**src/rtl/adder_pipe_acc_if.sv**
```systemverilog
// Valid/ready bus for adder_pipe_acc. Lanes are packed side by side, with lane i at the low-order end for i=0.
// master drives the operands and out_ready; slave is the adder.
interface adder_pipe_acc_if #(
   parameter int unsigned WIDTH_A   = 4,
   parameter int unsigned WIDTH_B   = 8,
   parameter int unsigned OUT_WIDTH = 16,
   parameter int unsigned LANES     = 2
);
   logic                         in_valid;
   logic                         in_ready;
   logic [LANES*WIDTH_A-1:0]     A;
   logic [LANES*WIDTH_B-1:0]     B;
   logic [LANES-1:0]             Carry;
   logic                         mode;
   logic                         acc_clear;
   logic                         out_valid;
   logic                         out_ready;
   logic [LANES*OUT_WIDTH-1:0]   OUT;
   logic [LANES-1:0]             ovf;

   modport master (
      output in_valid, A, B, Carry, mode, acc_clear, out_ready,
      input  in_ready, out_valid, OUT, ovf
   );

   modport slave (
      input  in_valid, A, B, Carry, mode, acc_clear, out_ready,
      output in_ready, out_valid, OUT, ovf
   );
endinterface

```
**src/rtl/adder_pipe_acc.sv**
```systemverilog
// Two-stage multi-lane signed adder (A+B+Carry) with an optional per-lane running accumulator.
// Define ADDER_PIPE_SAT_EN to saturate the accumulator on overflow instead of wrapping.
module adder_pipe_acc #(
   parameter int unsigned WIDTH_A   = 4,
   parameter int unsigned WIDTH_B   = 8,
   parameter int unsigned OUT_WIDTH = 16,
   parameter int unsigned LANES     = 2
) (
   input logic             clk,
   input logic             rst_n,
   adder_pipe_acc_if.slave bus
);
   localparam int unsigned BITS = (WIDTH_A > WIDTH_B) ? WIDTH_A : WIDTH_B;
   localparam int unsigned SW   = BITS + 1;
   localparam int unsigned OW   = OUT_WIDTH;

`ifdef ADDER_PIPE_SAT_EN
   localparam logic [OW-1:0] SAT_MAX = {1'b0, {(OW-1){1'b1}}};
   localparam logic [OW-1:0] SAT_MIN = {1'b1, {(OW-1){1'b0}}};
`endif

   logic                   s1_valid_q, s1_valid_d;
   logic [LANES-1:0][SW-1:0] s1_sum_q, s1_sum_d;
   logic                   s1_mode_q, s1_mode_d;
   logic                   s1_clr_q, s1_clr_d;

   logic                   out_valid_q, out_valid_d;
   logic [LANES-1:0][OW-1:0] out_q, out_d;
   logic [LANES-1:0]       ovf_q, ovf_d;
   logic [LANES-1:0][OW-1:0] acc_q, acc_d;

   logic                   s2_adv;
   logic                   s1_load;
   logic [SW-1:0]          a_ext, b_ext;
   logic [OW-1:0]          sum_ext, r_sum, res;
   logic                   lane_ovf;

   assign s2_adv       = !out_valid_q || bus.out_ready;
   assign bus.in_ready = !s1_valid_q || s2_adv;
   assign s1_load      = bus.in_valid && bus.in_ready;

   assign bus.out_valid = out_valid_q;
   assign bus.OUT       = out_q;
   assign bus.ovf       = ovf_q;

   // S1: widen both operands by one bit so the three-way add cannot overflow
   always_comb begin
      s1_valid_d = s1_valid_q;
      s1_sum_d   = s1_sum_q;
      s1_mode_d  = s1_mode_q;
      s1_clr_d   = s1_clr_q;
      a_ext      = '0;
      b_ext      = '0;
      if (s1_load) begin
         s1_valid_d = 1'b1;
         s1_mode_d  = bus.mode;
         s1_clr_d   = bus.acc_clear;
         for (int i = 0; i < LANES; i++) begin
            a_ext       = SW'($signed(bus.A[i*WIDTH_A +: WIDTH_A]));
            b_ext       = SW'($signed(bus.B[i*WIDTH_B +: WIDTH_B]));
            s1_sum_d[i] = a_ext + b_ext + SW'(bus.Carry[i]);
         end
      end else if (s2_adv) begin
         s1_valid_d = 1'b0;
      end
   end

   // S2: pass-through or accumulate; accumulator moves only when a beat leaves S1
   always_comb begin
      out_valid_d = out_valid_q;
      out_d       = out_q;
      ovf_d       = ovf_q;
      acc_d       = acc_q;
      sum_ext     = '0;
      r_sum       = '0;
      res         = '0;
      lane_ovf    = 1'b0;
      if (s2_adv) begin
         out_valid_d = s1_valid_q;
         if (s1_valid_q) begin
            for (int i = 0; i < LANES; i++) begin
               sum_ext  = OW'($signed(s1_sum_q[i]));
               r_sum    = acc_q[i] + sum_ext;
               res      = sum_ext;
               lane_ovf = 1'b0;
               if (s1_mode_q) begin
                  if (!s1_clr_q) begin
                     res      = r_sum;
                     lane_ovf = (acc_q[i][OW-1] == sum_ext[OW-1]) &&
                                (r_sum[OW-1] != acc_q[i][OW-1]);
`ifdef ADDER_PIPE_SAT_EN
                     if (lane_ovf) begin
                        res = acc_q[i][OW-1] ? SAT_MIN : SAT_MAX;
                     end
`endif
                  end
                  acc_d[i] = res;
               end
               out_d[i] = res;
               ovf_d[i] = lane_ovf;
            end
         end
      end
   end

   always_ff @(posedge clk or negedge rst_n) begin
      if (!rst_n) begin
         s1_valid_q  <= 1'b0;
         s1_sum_q    <= '0;
         s1_mode_q   <= 1'b0;
         s1_clr_q    <= 1'b0;
         out_valid_q <= 1'b0;
         out_q       <= '0;
         ovf_q       <= '0;
         acc_q       <= '0;
      end else begin
         s1_valid_q  <= s1_valid_d;
         s1_sum_q    <= s1_sum_d;
         s1_mode_q   <= s1_mode_d;
         s1_clr_q    <= s1_clr_d;
         out_valid_q <= out_valid_d;
         out_q       <= out_d;
         ovf_q       <= ovf_d;
         acc_q       <= acc_d;
      end
   end
endmodule

```
**src/flat_wrapper.sv**
```systemverilog
// flat-port wrapper written by rule: the top's interface ports become plain ports
module adder_pipe_acc_flat 
#(
   parameter int unsigned WIDTH_A   = 4,
   parameter int unsigned WIDTH_B   = 8,
   parameter int unsigned OUT_WIDTH = 16,
   parameter int unsigned LANES     = 2
)
  (clk, rst_n, bus_in_valid, bus_A, bus_B, bus_Carry, bus_mode, bus_acc_clear, bus_out_ready, bus_in_ready, bus_out_valid, bus_OUT, bus_ovf);
  adder_pipe_acc_if #(.WIDTH_A(WIDTH_A), .WIDTH_B(WIDTH_B), .OUT_WIDTH(OUT_WIDTH), .LANES(LANES)) bus_i ();
  input logic clk;
  input logic rst_n;
  input wire logic [$bits(bus_i.in_valid)-1:0] bus_in_valid;
  input wire logic [$bits(bus_i.A)-1:0] bus_A;
  input wire logic [$bits(bus_i.B)-1:0] bus_B;
  input wire logic [$bits(bus_i.Carry)-1:0] bus_Carry;
  input wire logic [$bits(bus_i.mode)-1:0] bus_mode;
  input wire logic [$bits(bus_i.acc_clear)-1:0] bus_acc_clear;
  input wire logic [$bits(bus_i.out_ready)-1:0] bus_out_ready;
  output wire logic [$bits(bus_i.in_ready)-1:0] bus_in_ready;
  output wire logic [$bits(bus_i.out_valid)-1:0] bus_out_valid;
  output wire logic [$bits(bus_i.OUT)-1:0] bus_OUT;
  output wire logic [$bits(bus_i.ovf)-1:0] bus_ovf;
  assign bus_i.in_valid = bus_in_valid;
  assign bus_i.A = bus_A;
  assign bus_i.B = bus_B;
  assign bus_i.Carry = bus_Carry;
  assign bus_i.mode = bus_mode;
  assign bus_i.acc_clear = bus_acc_clear;
  assign bus_i.out_ready = bus_out_ready;
  assign bus_in_ready = bus_i.in_ready;
  assign bus_out_valid = bus_i.out_valid;
  assign bus_OUT = bus_i.OUT;
  assign bus_ovf = bus_i.ovf;
  adder_pipe_acc #(.WIDTH_A(WIDTH_A), .WIDTH_B(WIDTH_B), .OUT_WIDTH(OUT_WIDTH), .LANES(LANES)) u_core (.clk(clk), .rst_n(rst_n), .bus(bus_i));
endmodule
```
**config.mk**
```make
export PLATFORM = sky130hd
export DESIGN_NAME = adder_pipe_acc_flat
export DESIGN_NICKNAME = d
export VERILOG_FILES = /design/src/rtl/adder_pipe_acc_if.sv /design/src/rtl/adder_pipe_acc.sv /design/src/flat_wrapper.sv
export SDC_FILE = /design/constraint.sdc
export NUM_CORES = 1
export LEC_CHECK = 0
export ABC_AREA = 1
export CAP_MARGIN = 20
export CORE_MARGIN = 2
export CORE_UTILIZATION = 40
export DETAILED_ROUTE_END_ITERATION = 12
export PLACE_DENSITY_LB_ADDON = 0.2
export SYNTH_ARGS = -nofsm -noshare
export SYNTH_HDL_FRONTEND = slang
export SYNTH_SLANG_ARGS = --single-unit
```
**constraint.sdc**
```tcl
create_clock -name clk -period 2.3 [get_ports clk]
set_clock_uncertainty 0.15 [all_clocks]
set_input_delay 0.23 -clock clk [delete_from_list [all_inputs] [get_ports clk]]
set_output_delay 0.23 -clock clk [all_outputs]
set_load 0.02 [all_outputs]
```
== After elaboration in Yosys (flattened, before gate mapping) ==
Cells that the tools add are included.
Storage, ports and cells
  flip-flop bits (word level): 88
  input bits: 32
Cells by class
  muxes and demuxes: 10
  equality and inequality tests: 4
  add/sub/neg operators: 6
  reductions and logical operators: 10
Operator list (number)
  two-way mux 16 bit: 4
  adder 16 bit: 2
  adder 4 x 8 -> 9 bit: 2
  adder 9 x 1 -> 9 bit: 2
  two-way mux 1 bit: 6
  logical AND 1 bit: 3
  AND reduction 3 bit: 1
  equality test 1 bit: 2
  logical NOT 1 bit: 2
  logical OR 1 bit: 2
  != test 1 bit: 2
  AND reduction 2 bit: 1
  nonzero test 2 bit: 1

== Logic depth before layout (Yosys ltp) ==
Gate-level depths: netlist of the first run.
  depth in word-level cells: 5
  gate-level depth with buffers: 12

== Worst setup path before layout of the first run ==
No wires, ideal clock.
  kind: register to register
  start point: register u_core.s1_sum_q[0] (netlist name)
  end point: register u_core.out_q, in the netlist u_core.bus.OUT[8]
  cell stages (with the launch flop): 11
  path buffers: 0
  arrival time: 1.707 ns
  path slack: 0.316 ns
  setup time: 0.127 ns
  required time: 2.023 ns
  period minus slack after synthesis: 1.984 ns
  cell sequence: dfrtp_1 -> ha_1 -> inv_1 -> fa_1 -> inv_1 -> nand3_1 -> nand3_1 -> a21oi_1 -> or2_2 -> nand3_1 -> nand3b_1
Between the ends
  longest elaborated chain between the ends: 3
RTL lines
  from (decl): RTL line adder_pipe_acc.sv:23  | logic [LANES-1:0][SW-1:0] s1_sum_q, s1_sum_d;
  from (signal assigned): RTL line adder_pipe_acc.sv:118  | s1_sum_q <= s1_sum_d;
  adder 16 bit: RTL line adder_pipe_acc.sv:83  | r_sum = acc_q[i] + sum_ext;
  two-way mux 16 bit: RTL line adder_pipe_acc.sv:87  | if (!s1_clr_q) begin
  two-way mux 16 bit: RTL line adder_pipe_acc.sv:86  | if (s1_mode_q) begin
  to (signal assigned): RTL line adder_pipe_acc.sv:122  | out_q <= out_d;
  to (decl): RTL line adder_pipe_acc.sv:28  | logic [LANES-1:0][OW-1:0] out_q, out_d;
Every way passes these cells.
A chain may end at the register's enable or synchronous reset.

== Worst setup path after layout of the first run ==
  start point: register u_core.s1_sum_q[0] (netlist name)
  end point: register u_core.acc_q[8] (netlist name)
Between the ends
  longest elaborated chain between the ends: 2
RTL lines
  adder 16 bit: RTL line adder_pipe_acc.sv:83
  two-way mux 16 bit: RTL line adder_pipe_acc.sv:87
  to (signal assigned): RTL line adder_pipe_acc.sv:115  | acc_q <= '0;
  to (signal assigned): RTL line adder_pipe_acc.sv:124  | acc_q <= acc_d;
  to (decl): RTL line adder_pipe_acc.sv:30  | logic [LANES-1:0][OW-1:0] acc_q, acc_d;
Every way passes these cells.

==> flow_summary.json, run 1 <==
{
  "syn2layout_area_growth_pct": 20.9,
  "p_switching_w": 0.00393,
  "finish.net_count": 1015,
  "clk_latency_ns": 0.34,
  "yosysSeqAreaShare": 0.360,
  "pwr-share-comb": 0.541,
  "antenna_found_initial": 0,
  "avgRoutedWirePerCell_um": 12.6,
  "setup_viol": 0,
  "worst_path_largest_cell_delay_ns": 0.41,
  "drc_errors": 0,
  "setup_ws_ns": 0.134,
  "row_count": 45,
  "status": "finished clean",
  "critPathMostFrequentCell": "nand3_1",
  "die_h_um": 128,
  "slowest_stage": "dfrtp_1",
  "yosys_warnings": 0,
  "finalSetupTns_ns": 0,
  "cts_buffer_depth": 2,
  "relSlewSlack": 0.711,
  "seqPwrFrac": 0.291,
  "cp.required_ns": 2.36,
  "swShare": 0.435,
  "grt_pass1_wl_um": 24600,
  "dp.cells": 1108,
  "synth_cells": 852,
  "vias": 5517,
  "initial_core_util": 0.405,
  "maxSlewViolCount": 0,
  "hpwl_um": 10700,
  "root_buffer": "clkbuf_16",
  "avgSynthCellArea_um2": 7.18,
  "crit_path_end_kind": "flip-flop",
  "htreeDepth": 3,
  "wirelength_um": 14200,
  "worst-path-buf-inv": 2,
  "max-cap-violations": 0,
  "cp_cell_sequence": "ha_1 > inv_1 > fa_1 > inv_1 > nand3_1 > nand3_2 > a21oi_1 > or2_2 > nand3_1 > nand3_1",
  "cts.sinks": 88,
  "die_x_um": 128,
  "grt.total_usage": 0.185,
  "ant_nets": 0,
  "period_needed_ns": 2.17,
  "postPlaceCellArea_um2": 7050,
  "cp_top_family": "simple AND/OR/NAND/NOR gates",
  "final_area_um2": 7390,
  "drt-pass1-iter-count": 5,
  "peakVddDrop_v": 0.000484,
  "numCtsBuffers": 9,
  "tightest_slew_ns": 0.433,
  "finalCritPeriodShare": 0.942,
  "synth-seq-cells": 88,
  "yosysUniqueCellTypes": 35,
  "whs_ns": 0.222,
  "drive_gt1_frac": 0.0693,
  "crit_fanout": 4,
  "finalNonFillerCells": 1126,
  "preCtsSetupSlack_ns": 0.0811,
  "crit_type": "flip-flop to flip-flop",
  "syn_nets": 934,
  "p_clk_frac": 0.168,
  "grt_pass1_vias": 5169,
  "drt_iter0_markers": 269,
  "placeableCoreArea_um2": 15100,
  "p_int_w": 0.00512,
  "tritoncts": "built",
  "rsz0062_at_grt": "yes",
  "n_antenna_cell": 0,
  "hp-class": "primary input to asynchronous set/reset pin",
  "dieArea_um2": 16300,
  "power.density_nw_per_um2": 1220,
  "place_congestion": 0.872,
  "syn_area_um2": 6110,
  "cp-start-kind": "flip-flop",
  "grt-ovfl-total": 0,
  "hold_viol_final": 0,
  "fmax_ghz": 0.462,
  "arrival_ns": 2.23,
  "p_leak_nw": 4.08,
  "io_buffer_count": 67,
  "grt_max_degree": 35,
  "path_clk_slew_ns": 0.06,
  "boundaryPins": 68,
  "vias_per_cell": 4.90
}
[cell usage in the layout (no fill, tap or decap), types with 10 or more instances in the layout]
cell / n
nor2_1: 26
buf_4: 18
nand3b_1: 10
dfrtp_1: 85
clkdlybuf4s50_1: 66
a21oi_1: 37
nand2_1: 307
ha_1: 44
nand3_1: 93
inv_1: 123
nand4_1: 10
o21ai_0: 20
[stage by stage]
| stage | total power (W) | utilization |
|---|---|---|
| 2_1_floorplan | 0.00603 | - |
| 3_3_place_gp | 0.00746 | 0.467 |
| 3_5_place_dp | 0.00751 | 0.467 |
| 4_1_cts | 0.00909 | 0.488 |
| 5_1_grt | 0.00995 | 0.490 |
| 6_report | 0.00905 | 0.490 |
[power groups by stage]
stage | logic, W | clock network (W) | registers (W)
floorplan | 0.00311 | 0 | 0.00292
global placement | 0.00481 | 0 | 0.00265
detailed placement | 0.00486 | 0 | 0.00265
CTS | 0.00491 | 0.00155 | 0.00264
global route | 0.00560 | 0.00162 | 0.00273
finish | 0.00489 | 0.00152 | 0.00263
[area by class of cell]
class / count / area (µm²)
Clock buffer: 11 / 253
Clock inverter: 5 / 55.1
Fill cell: 1530 / 7700
Inverter: 127 / 477
Multi-Input combinational cell: 620 / 3320
Sequential cell: 88 / 2210
Tap cell: 188 / 235
Timing Repair Buffer: 87 / 846
[worst paths after layout]
path                       cells past startpoint          startpoint            endpoint  slack (ns)
max                                           10  u_core.s1_sum_q[0]     u_core.acc_q[8]        0.13
min                                            2               rst_n    u_core.acc_q[29]        0.22
max reg2reg                                   10  u_core.s1_sum_q[0]     u_core.acc_q[8]        0.13
min reg2reg                                    2  u_core.bus.OUT[20]  u_core.bus.OUT[20]        0.33
max in group asynchronous                      3               rst_n  u_core.s1_sum_q[8]        1.20
min in group clk                               3            bus_mode    u_core.s1_mode_q        0.32
[cells in the mapped netlist]
master | count | area [µm²]
a21oi_1 | 37 | 185
nor2_4 | 2 | 22.5
nor2_1 | 26 | 97.6
o211ai_1 | 5 | 37.5
nand3_1 | 95 | 475
or2_1 | 1 | 6.26
clkbuf_1 | 1 | 3.75
a31oi_1 | 5 | 31.3
inv_2 | 4 | 15.0
and3_1 | 2 | 12.5
nand2_4 | 1 | 11.3
nor2_2 | 1 | 6.26
nand4_1 | 10 | 62.6
o21bai_1 | 2 | 15.0
buf_2 | 7 | 35.0
nand2_1 | 308 | 1160
o21ai_0 | 20 | 100
nor3_1 | 7 | 35.0
dfrtp_1 | 88 | 2200
o21ai_1 | 5 | 25.0
a22oi_2 | 4 | 50.1
or2_0 | 1 | 6.26
fa_1 | 6 | 120
xor2_1 | 6 | 52.6
nor2_8 | 1 | 20.0
buf_4 | 3 | 22.5
buf_6 | 6 | 67.6
a21o_1 | 3 | 22.5
nand3b_1 | 10 | 75.1
xnor2_1 | 7 | 61.3
o22ai_1 | 1 | 6.26
inv_1 | 123 | 462
nand2_2 | 5 | 31.3
ha_1 | 44 | 551
or2_2 | 5 | 31.3
[layer usage]
| metal | track usage | wire length (µm) |
|---|---|---|
| met5 | 0 | 0 |
| met4 | 0.0601 | 225 |
| met3 | 0.0314 | 666 |
| met2 | 0.276 | 5980 |
| met1 | 0.274 | 7310 |
[what timing repair did]
item	4_1_cts	5_1_grt
setup endpoints to repair	0	16
buffers inserted	0	1
endpoints found under the hold margin	29	0
resized for setup	0	6
hold buffers	1	0
[state kept, by name, summed over array words and instances (netlist names)]
register	count
u_core.acc_q	32
u_core.bus.OUT	32
u_core.bus.out_valid	1
u_core.bus.ovf	2
u_core.s1_clr_q	1
u_core.s1_mode_q	1
u_core.s1_sum_q	18
u_core.s1_valid_q	1
[kinds of logic after synthesis]
family / after synthesis / share of synthesized area
buffers and inverters: 144 / 0.0990
and+or+nand+nor: 475 / 0.335
AOI/OAI and AO/OA: 82 / 0.0773
adders and majority gates: 50 / 0.110
xor gates and xnor gates: 13 / 0.0186
DFF: 88 / 0.360
No activity file was read; power rests on OpenSTA's default activity.
==> inputs of run 2 (changes only) <==
CTS_BUF_LIST = sky130_fd_sc_hd__clkbuf_16   (was unset)
CTS_CLUSTER_SIZE = 14   (was unset)
==> run 2 against run 1 <==
Against the previous run:
- final cell count is the same
- register-to-register slack is essentially flat
- critical path depth is the same
- power shrank 0.74%
- clock power shrank 5%
- clock-buffer cell count shrank 2
- routed wire length is essentially flat
- largest power group unchanged
- non-clock buffer count is the same
- sequential share of layout area grew 0.081 points
==> flow_summary.json, run 2 (synthesis gave the netlist of run 1 again) <==
{
  "die_x_um": 128,
  "antenna_found_initial": 0,
  "multi_input_area_um2": 3320,
  "initial_core_util": 0.405,
  "peakVddDrop_v": 0.000485,
  "rr_startpoint": "u_core.s1_sum_q[0]",
  "avgRoutedWirePerCell_um": 12.6,
  "root_buffer": "clkbuf_16",
  "grt_max_degree": 35,
  "hp-class": "primary input to asynchronous set/reset pin",
  "drt-pass1-iter-count": 6,
  "regToRegSetupSlack_ns": 0.12,
  "r2r_end": "u_core.acc_q[8]",
  "use_met2": 0.274,
  "tritoncts": "built",
  "period_needed_ns": 2.18,
  "relSlewSlack": 0.709,
  "max-cap-violations": 0,
  "htreeDepth": 3,
  "finalSetupTns_ns": 0,
  "p_int_w": 0.00505,
  "boundaryPins": 68,
  "layout_common_cells": "nand2_1 (307), inv_1 (123), nand3_1 (93), dfrtp_1 (85), clkdlybuf4s50_1 (66)",
  "finalNonFillerCells": 1126,
  "cp.required_ns": 2.36,
  "pwr-share-comb": 0.546,
  "dp.cells": 1108,
  "n_antenna_cell": 0,
  "use_met1": 0.275,
  "hpwl_um": 10700,
  "place_congestion": 0.872,
  "dieArea_um2": 16300,
  "p_switching_w": 0.00393,
  "crit_path_end_kind": "flip-flop",
  "clk_latency_ns": 0.34,
  "crit_fanout": 4,
  "ant_nets": 0,
  "placeableCoreArea_um2": 15100,
  "tightest_slew_ns": 0.437,
  "fillCellCount": 1535,
  "io_buffer_count": 67,
  "drive_gt1_frac": 0.0672,
  "use_met3": 0.0314,
  "fmax_ghz": 0.460,
  "wirelength_um": 14200,
  "vias_per_cell": 4.91,
  "die_h_um": 128,
  "arrival_ns": 2.24,
  "p_clk_frac": 0.161,
  "numCtsBuffers": 9,
  "syn2layout_area_growth_pct": 20.5,
  "finish.net_count": 1015,
  "cts.sinks": 88,
  "seqPwrFrac": 0.293,
  "vias": 5534,
  "grt_pass1_wl_um": 24500,
  "hold_viol_final": 0,
  "final_common_cell": "nand2_1",
  "row_count": 45,
  "cp-start-kind": "flip-flop",
  "grt.total_usage": 0.185,
  "setup_viol": 0,
  "swShare": 0.438,
  "finalCritPeriodShare": 0.946,
  "drc_errors": 0,
  "power.density_nw_per_um2": 1220,
  "status": "finished clean",
  "top_usage_layer": "met1",
  "regArea_um2": 2210,
  "r2r_cells": 10,
  "maxSlewViolCount": 0,
  "rsz0062_at_grt": "yes",
  "p_leak_nw": 4.07,
  "path_clk_slew_ns": 0.06,
  "cts_buffer_depth": 2,
  "grt_pass1_vias": 5163,
  "crit_type": "flip-flop to flip-flop",
  "drt_iter0_markers": 249,
  "grt-ovfl-total": 0
}
-- run 2: changes by cell type in the layout (fill, tap and decap cells not counted) --
| cell | before | now |
|---|---|---|
| clkbuf_8 | 2 | 0 |
| clkinv_1 | 0 | 2 |
-- run 2: cell type report --
class / instances / share of cell area
multi-input combinational: 620 / 0.450
sequential: 88 / 0.299
timing repair buffer: 87 / 0.115
inverter: 127 / 0.0647
tap: 188 / 0.0319
clock buffer: 9 / 0.0306
clock inverter: 7 / 0.00849
-- run 2: repair_timing --
action,4_1_cts,5_1_grt
setup endpoints to repair,0,15
endpoints found under the hold margin,29,0
resized for setup,0,6
hold buffers,1,0
buffers inserted,0,1
-- run 2: metal layers --
layer | up-vias | wire length [µm]
met4 | 0 | 223
li1 | 2888 | -
met2 | 116 | 5990
met5 | - | 0
met3 | 15 | 549
met1 | 2515 | 7420
-- run 2: worst max path at each step --
stage,from,end,cells past startpoint
6_report,u_core.s1_sum_q[0],u_core.acc_q[8],10
5_1_grt,u_core.s1_sum_q[0],u_core.acc_q[8],10
4_1_cts,u_core.s1_sum_q[0],u_core.acc_q[8],10
3_5_place_dp,bus_Carry[1],u_core.s1_sum_q[13],8
3_3_place_gp,bus_Carry[1],u_core.s1_sum_q[13],8
2_1_floorplan,u_core.s1_sum_q[0],u_core.bus.OUT[8],10
-- run 2: per-stage QoR --
stage	area, µm²	utilization	worst slack [ns]	total power, W	hold WS (ns)
finish	7370	0.488	0.125	0.00898	0.223
global placement	7050	0.467	0.104	0.00746	0.0601
detailed placement	7050	0.467	0.0811	0.00751	0.0636
global route	7370	0.488	-0.0304	0.00987	0.256
CTS	7350	0.487	0.0634	0.00902	0.238
floorplan	6110	-	0.316	0.00603	-0.216
-- run 2: power by group through the flow --
stage               Sequential, W  Clock (W)  Combinational (W)
floorplan                 0.00292          0            0.00311
global placement          0.00265          0            0.00481
detailed placement        0.00265          0            0.00486
CTS                       0.00263    0.00148            0.00490
global route              0.00273    0.00155            0.00560
finish                    0.00263    0.00145            0.00490
-- run 2: worst max-delay path, stage by stage, from the launching register on --
cell	delay, ns
dfrtp_1	0.41
ha_1	0.21
inv_1	0.06
fa_1	0.40
inv_1	0.09
nand3_1	0.08
nand3_2	0.11
a21oi_1	0.08
or2_2	0.27
nand3_1	0.10
nand3_1	0.09
==> inputs of run 3 (changes only) <==
PLACE_DENSITY = 0.66   (was unset)
PLACE_DENSITY_LB_ADDON = unset   (was 0.2)
==> run 3 against run 2 <==
Against the previous run:
- worst setup slack better by 0.0072 ns
- via count is 1.2% lower
- sequential share of layout area hardly changed
- design area hardly changed
- global-route usage is 0.16 points lower
- register-to-register slack hardly changed
- utilization hardly changed
- routed wire length is 1.2% lower
- die area stayed put
- critical endpoint is now u_core.bus.OUT[8]
- largest power group unchanged
==> flow_summary.json, run 3 (synthesis gave the netlist of run 1 again) <==
{
  "setup_ws_ns": 0.132,
  "wirelength_um": 14000,
  "worst_path_largest_cell_delay_ns": 0.43,
  "die_x_um": 128,
  "drt_iter0_markers": 386,
  "p_leak_nw": 4.07,
  "grt.total_usage": 0.183,
  "syn2layout_area_growth_pct": 20.5,
  "finalCritPeriodShare": 0.943,
  "preCtsSetupSlack_ns": 0.0857,
  "htreeDepth": 3,
  "multi_input_area_um2": 3320,
  "numCtsBuffers": 9,
  "crit_fanout": 4,
  "drt-pass1-iter-count": 5,
  "fillCellCount": 1500,
  "place_congestion": 0.878,
  "period_needed_ns": 2.17,
  "row_count": 45,
  "power.density_nw_per_um2": 1210,
  "final_area_um2": 7370,
  "status": "finished clean",
  "grt_pass1_wl_um": 24200,
  "rr_startpoint": "u_core.s1_sum_q[0]",
  "crit_type": "flip-flop to flip-flop",
  "cp_top_family": "simple AND/OR/NAND/NOR gates",
  "die_h_um": 128,
  "cp.required_ns": 2.38,
  "drive_gt1_frac": 0.0671,
  "peakVddDrop_v": 0.000484,
  "setup_viol": 0,
  "final_common_cell": "nand2_1",
  "finish.net_count": 1016,
  "hold_viol_final": 0,
  "tightest_slew_ns": 0.444,
  "cts_buffer_depth": 2,
  "initial_core_util": 0.405,
  "dieArea_um2": 16300,
  "rsz0062_at_grt": "yes",
  "cp-start-kind": "flip-flop",
  "drc_errors": 0,
  "tritoncts": "built",
  "ant_nets": 0,
  "r2r_end": "u_core.bus.OUT[8]",
  "hpwl_um": 10500,
  "r2r_cells": 10,
  "root_buffer": "clkbuf_16",
  "regArea_um2": 2200,
  "n_antenna_cell": 0,
  "dp.cells": 1108,
  "path_clk_slew_ns": 0.07,
  "grt_max_degree": 38,
  "io_buffer_count": 67,
  "cts.sinks": 88,
  "max-cap-violations": 0,
  "worst-path-buf-inv": 2,
  "vias": 5466,
  "antenna_found_initial": 0,
  "layout_common_cells": "nand2_1 (307), inv_1 (123), nand3_1 (94), dfrtp_1 (87), clkdlybuf4s50_1 (66)",
  "relSlewSlack": 0.704,
  "crit_path_end_kind": "flip-flop",
  "clk_latency_ns": 0.36,
  "boundaryPins": 68,
  "postPlaceCellArea_um2": 7060,
  "arrival_ns": 2.25,
  "maxSlewViolCount": 0,
  "fmax_ghz": 0.461,
  "whs_ns": 0.199,
  "avgRoutedWirePerCell_um": 12.4,
  "regToRegSetupSlack_ns": 0.13,
  "grt-ovfl-total": 0,
  "utilization": 0.488,
  "finalNonFillerCells": 1127,
  "hp-class": "primary input to asynchronous set/reset pin",
  "slowest_stage": "dfrtp_1",
  "cp_cell_sequence": "ha_2 > inv_1 > fa_1 > inv_1 > nand3_1 > nand3_2 > a21oi_1 > or2_2 > nand3_1 > nand3b_1",
  "placeableCoreArea_um2": 15100,
  "grt_pass1_vias": 5095,
  "vias_per_cell": 4.85
}
[run 3: changes by cell type in the layout (fill, tap and decap cells not counted), moves of 2 or more]
cell        delta
dfrtp_2        -2
inv_6          +2
dfrtp_1        +2
clkinvlp_4     -2
[run 3: power by group]
part / switching [W] / leakage [nW] / internal (W) / total (W)
registers: 0.000458 / 1.09 / 0.00218 / 0.00264
logic: 0.00286 / 2.85 / 0.00204 / 0.00490
clock network: 0.000641 / 0.137 / 0.000732 / 0.00137
total: 0.00396 / 4.07 / 0.00496 / 0.00892
[run 3: worst max-delay path by stage]
| stage | slack [ns] | cells after the start | end | start |
|---|---|---|---|---|
| 2_1_floorplan | 0.32 | 10 | u_core.bus.OUT[8] | u_core.s1_sum_q[0] |
| 3_3_place_gp | 0.1 | 8 | u_core.s1_sum_q[13] | bus_Carry[1] |
| 3_5_place_dp | 0.09 | 8 | u_core.s1_sum_q[13] | bus_Carry[1] |
| 4_1_cts | 0.08 | 10 | u_core.acc_q[24] | u_core.s1_sum_q[9] |
| 5_1_grt | -0.0007 | 10 | u_core.acc_q[8] | u_core.s1_sum_q[0] |
| 6_report | 0.13 | 10 | u_core.bus.OUT[8] | u_core.s1_sum_q[0] |
[run 3: cell type report]
class                   count  share of cell area
well taps                 188              0.0319
flip-flops and latches     88               0.299
clock buffers               9              0.0306
inverters                 127              0.0647
clock inverters             7             0.00611
multi-input cells         620               0.450
repair buffers             88               0.118
[run 3: metrics by stage]
stage               setup TNS, ns  power [W]
global route            -0.000748    0.00976
finish                          0    0.00892
CTS                             0    0.00894
floorplan                       0    0.00603
global placement                0    0.00744
detailed placement              0    0.00750
[run 3: what timing repair did]
| action | in CTS | in global routing |
|---|---|---|
| resized for setup | 0 | 5 |
| hold buffers | 1 | 0 |
| setup endpoints to repair | 0 | 13 |
| hold endpoints to repair | 28 | 0 |
| setup buffers | 0 | 2 |
[run 3: per-layer routing]
layer  vias up  GRT usage  share of wire
li1       2885          -              -
met1      2448      0.277           0.53
met2       119      0.266           0.41
met3        14     0.0255          0.039
met4         0     0.0666          0.016
met5         -          0              0
[run 3: worst reg2reg max path, stage by stage (launching register included)]
cell      delay, ns
dfrtp_1        0.43
ha_2           0.21
inv_1          0.05
fa_1           0.39
inv_1          0.09
nand3_1        0.08
nand3_2        0.11
a21oi_1        0.08
or2_2          0.28
nand3_1        0.10
nand3b_1       0.08
